File: src/rtl/pattern_shift_sequencer.sv
// pattern_shift_sequencer: programmable shift/rotate pattern generator with
// wrap strobe, zero-lock recovery and optional period measurement.
// Optional feature macro: SEQ_PERIOD_MEAS_EN (step_count / last_period logic).
module pattern_shift_sequencer #(
   parameter int              WIDTH    = 8,
   parameter logic [WIDTH-1:0] SEED     = 8'h05,
   parameter logic [WIDTH-1:0] WRAP_A   = 8'hA0,
   parameter logic [WIDTH-1:0] RELOAD_A = 8'h41,
   parameter logic [WIDTH-1:0] WRAP_B   = 8'h82,
   parameter int              CNT_W    = 8
) (
   input  logic             clk,
   input  logic             clear,
   input  logic             en,
   input  logic             load,
   input  logic [WIDTH-1:0] load_value,
   input  logic [1:0]       mode,
   output logic [WIDTH-1:0] cct_output,
   output logic             wrap_pulse,
   output logic             stuck_err,
   output logic [CNT_W-1:0] step_count,
   output logic [CNT_W-1:0] last_period
);

   logic [WIDTH-1:0] nxt_raw;
   logic [WIDTH-1:0] nxt;
   logic             nxt_zero;
   logic             load_zero;
   logic             adv;
   logic             adv_seed;

   // Next-pattern selection for an advance; a zero result is replaced by SEED.
   always_comb begin
      nxt_raw = cct_output;
      case (mode)
         2'b00: begin
            if (cct_output == WRAP_B)      nxt_raw = SEED;
            else if (cct_output == WRAP_A) nxt_raw = RELOAD_A;
            else                           nxt_raw = cct_output << 1;
         end
         2'b01:   nxt_raw = {cct_output[WIDTH-2:0], cct_output[WIDTH-1]};
         2'b10:   nxt_raw = {cct_output[0], cct_output[WIDTH-1:1]};
         default: nxt_raw = cct_output;
      endcase
      nxt_zero  = (nxt_raw == '0);
      nxt       = nxt_zero ? SEED : nxt_raw;
      load_zero = (load_value == '0);
      adv       = en && (mode != 2'b11);
      adv_seed  = adv && (nxt == SEED);
   end

   // Pattern register, wrap strobe and sticky zero-lock flag.
   always_ff @(posedge clk) begin
      if (clear) begin
         cct_output <= SEED;
         wrap_pulse <= 1'b0;
         stuck_err  <= 1'b0;
      end else if (load) begin
         cct_output <= load_zero ? SEED : load_value;
         wrap_pulse <= 1'b0;
         if (load_zero) stuck_err <= 1'b1;
      end else if (adv) begin
         cct_output <= nxt;
         wrap_pulse <= adv_seed;
         if (nxt_zero) stuck_err <= 1'b1;
      end else begin
         wrap_pulse <= 1'b0;
      end
   end

`ifdef SEQ_PERIOD_MEAS_EN
   logic [CNT_W-1:0] step_inc;

   // Saturating increment shared by the step counter and period capture.
   always_comb begin
      step_inc = (step_count == '1) ? step_count : step_count + 1'b1;
   end

   // Step counter restarts on clear/load/wrap; a wrap captures the period.
   always_ff @(posedge clk) begin
      if (clear) begin
         step_count  <= '0;
         last_period <= '0;
      end else if (load) begin
         step_count  <= '0;
      end else if (adv) begin
         if (adv_seed) begin
            step_count  <= '0;
            last_period <= step_inc;
         end else begin
            step_count  <= step_inc;
         end
      end
   end
`else
   assign step_count  = '0;
   assign last_period = '0;
`endif

endmodule

File: config.mk
export PLATFORM = sky130hd
export DESIGN_NAME = pattern_shift_sequencer
export DESIGN_NICKNAME = d
export VERILOG_FILES = /design/src/rtl/pattern_shift_sequencer.sv
export SDC_FILE = /design/constraint.sdc
export NUM_CORES = 1
export LEC_CHECK = 0
export BUFFER_PORTS_ARGS = -buffer_cell sky130_fd_sc_hd__buf_2
export CAP_MARGIN = 5
export CORE_MARGIN = 1
export CORE_UTILIZATION = 49
export DETAILED_ROUTE_END_ITERATION = 6
export PLACE_DENSITY = 0.91
export SLEW_MARGIN = 5
export SYNTH_ARGS = -nofsm -noshare
export SYNTH_HDL_FRONTEND = slang
export SYNTH_SLANG_ARGS = --single-unit
File: constraint.sdc
create_clock -name clk -period 4.19 [get_ports clk]
set_clock_uncertainty 0.2 [all_clocks]
set_input_delay 0 -clock clk [delete_from_list [all_inputs] [get_ports clk]]
set_output_delay 0 -clock clk [all_outputs]
set_load 0.1 [all_outputs]
==> flow_metrics.tcl <==
set metrics [dict create \
    outcome "finished clean" \
    final_cells 173 \
    r2r_slack_ns 1.67 \
    drt_pass1_iterations 4 \
    drc_errors 0 \
    dp_hpwl_um 1480 \
    synthFlopType "dfxtp_1" \
    vdd_drop_max_uv 290 \
    grt_max_degree 20 \
    fmaxAchievable_mhz 396 \
    clk_path_buf_depth 2 \
    whs_path_depth 4 \
    port_buffers 23 \
    rsz0062_at_grt "false" \
    start_util_pct 55.0 \
    finalHoldViolCount 0 \
    synth_seq_cells 10 \
    max_slew.worst_pin.slew_ns 0.601 \
    synth_top_area_share_pct 22.8 \
    layout_commonest_cell "buf_2" \
    cpPeakStageDelay_ns 0.57 \
    cts_buffers 3 \
    die_width_um 44.3 \
    dieArea_mm2 0.00196 \
    yosysUniqueCellTypes 35 \
    core_area_mm2 0.00159 \
    holdCritPathClass "in -> reg" \
    grt_pass1_wl_um 3730 \
    wl_um 2430 \
    synth_edf_count 0 \
    layout_common_cells "23 x buf_2, 19 x dlygate4sd3_1, 16 x conb_1" \
    cts_tree "yes" \
    ys_warn_count 0 \
    placed_cells 150 \
    grt_antenna_before_repair 0 \
    cts_hold_buf 19 \
    rows 14 \
    critical_path.cell_chain "o22ai_1 > a211oi_1 > a21oi_1 > dlygate4sd3_1 > nor2_1 > dlygate4sd3_1" \
    whs_endpoint "wrap_pulse$_SDFF_PP0_" \
    cts-root-buf "clkbuf_4" \
    critPathBufInv 2 \
    path_common_cell "dlygate4sd3_1" \
    rr_worst_depth 6 \
    cp.arrival_ns 2.54 \
    vias 984 \
    detail-route-antenna-nets 0 \
    grt_usage_pct 25.3 \
    slew_violations 0 \
    period_share_pct 60.2 \
    cts.sinks 10 \
    syn-cell-area_um2 877 \
    grt_pass1_vias 840 \
    io_pins 40 \
    cts_setup_buffers 0 \
    relSlewSlack_pct 59.8 \
    placed_area_um2 922 \
    preCtsSetupSlack_ns 2.29 \
    grt_overflow 0 \
    cp_slowest_cell "dlygate4sd3_1" \
    drtIter0Drc 44 \
    place.gp.congestion 0.877 \
    fin_crit_ns 2.52 \
    yosysSeqAreaShare_pct 22.8 \
    via_per_inst 5.69 \
    r2r-start "cct_output[4]$_SDFFE_PP0P_" \
    power_per_cell_area_mw_per_mm2 353 \
    worst_ep_required_time_ns 4.20 \
    syn2layout_area_growth_pct 31.0 \
    startpoint_type "flip-flop" \
    setup_slack_ns 1.67 \
    reg2reg_to "cct_output[5]$_SDFFE_PP0P_" \
    min_from "en" \
    syn-mean-instance-area_um2 7.90 \
    clk_latency_ns 0.27 \
    crit_path_max_fanout 8 \
    critical_path.top_delay_family "buffers and inverters" \
    setup-tns-final_ns 0 \
    antenna_cells 0 \
    netlist_instances 111 \
    drv_cap 0 \
    routedWlPerCell_um 14.0 \
    htree_levels 1 \
    setup_viol 0 \
    drive_gt1_share_pct 22.1 \
    crit_type "reg -> reg" \
    cts_resized 0 \
    nNetsFinal 164 \
    yosys-top-cells-area "dfxtp_1 23%, buf_4 14%, a211oi_1 6.0%" \
    p_leak_nw 0.516 \
    clkTransAtPathRegs_ns 0.07 \
    dieHeight_um 44.3 \
    final_cell_area_mm2 0.00115 \
    synth_area_leader_cell "dfxtp_1" \
    async_reset_ff_share_pct 0 \
    cp-end-kind "flip-flop" \
]
## layout make-up
class | count | area (um2)
multi-input cells | 91 | 569
inverters | 2 | 7.51
flip-flops and latches | 10 | 200
fillers | 119 | 445
clock buffers | 4 | 36.3
well taps | 24 | 30.0
repair buffers | 42 | 305
## through the flow
stage	power, mW	util, %	hold WS (ns)
after global placement	0.292	57.8	0.0521
after detailed placement	0.295	57.8	0.0665
after global routing	0.417	72.1	0.0827
after floorplan	0.285	-	-0.0593
after CTS	0.399	72.1	0.0286
final	0.405	72.1	0.0470
## tightest hold or removal path, cell delays in order
cell,delay [ns]
buf_2,0.14
nand2_1,0.15
or4_4,0.16
nor2_1,0.04
## per-layer routing
layer	up-vias	part of all wire, %	wire length [um]	global-route usage (%)
li1	449	-	-	-
met3	14	8.7	210	4.49
met5	-	0	0	0
met2	77	46	1110	40.9
met1	444	41	1010	31.8
met4	0	4.0	98	13.3
## cells in the mapped netlist, types with 3 or more instances
master / n
nand2_1: 6
nor4_1: 3
a21oi_1: 6
nor3_1: 4
nor2_1: 14
nor4b_1: 3
o22ai_1: 6
buf_4: 16
dfxtp_1: 10
clkbuf_1: 4
a211oi_1: 7
## sequential cells by signal (all words and copies together), names as in the netlist
register and flops:
cct_output 8, wrap_pulse 1, stuck_err 1
## report_power, final
group	internal, mW	switching (mW)
clock	0.0529	0.0365
sequential	0.101	0.0131
combinational	0.0508	0.151
## how the worst max path moves through the flow
stage | from | end | slack [ns] | cells past startpoint
final | cct_output[4]$_SDFFE_PP0P_ | cct_output[5]$_SDFFE_PP0P_ | 1.67 | 6
after detailed placement | cct_output[2]$_SDFFE_PP1P_ | stuck_err$_SDFFE_PP0P_ | 2.29 | 5
after floorplan | cct_output[5]$_SDFFE_PP0P_ | cct_output[0]$_SDFFE_PP1P_ | 1.71 | 6
after CTS | cct_output[6]$_SDFFE_PP0P_ | cct_output[5]$_SDFFE_PP0P_ | 1.75 | 6
after global routing | cct_output[4]$_SDFFE_PP0P_ | cct_output[5]$_SDFFE_PP0P_ | 1.61 | 6
after global placement | cct_output[2]$_SDFFE_PP1P_ | stuck_err$_SDFFE_PP0P_ | 2.30 | 5
## cells by family (layout without fill, tap and decap cells)
| family | after synthesis | after routing | share of synthesized area [%] |
|---|---|---|---|
| multiplexers | 6 | 6 | 11.0 |
| flip-flops | 10 | 10 | 22.8 |
| AO/OA/AOI/OAI | 27 | 27 | 20.4 |
| AND/OR/NAND/NOR | 40 | 40 | 24.7 |
| other | 1 | 16 | 0.428 |
| XOR/XNOR | 2 | 2 | 2.00 |
| buffers and inverters | 25 | 48 | 18.7 |
(Power assumes the default switching activity.)
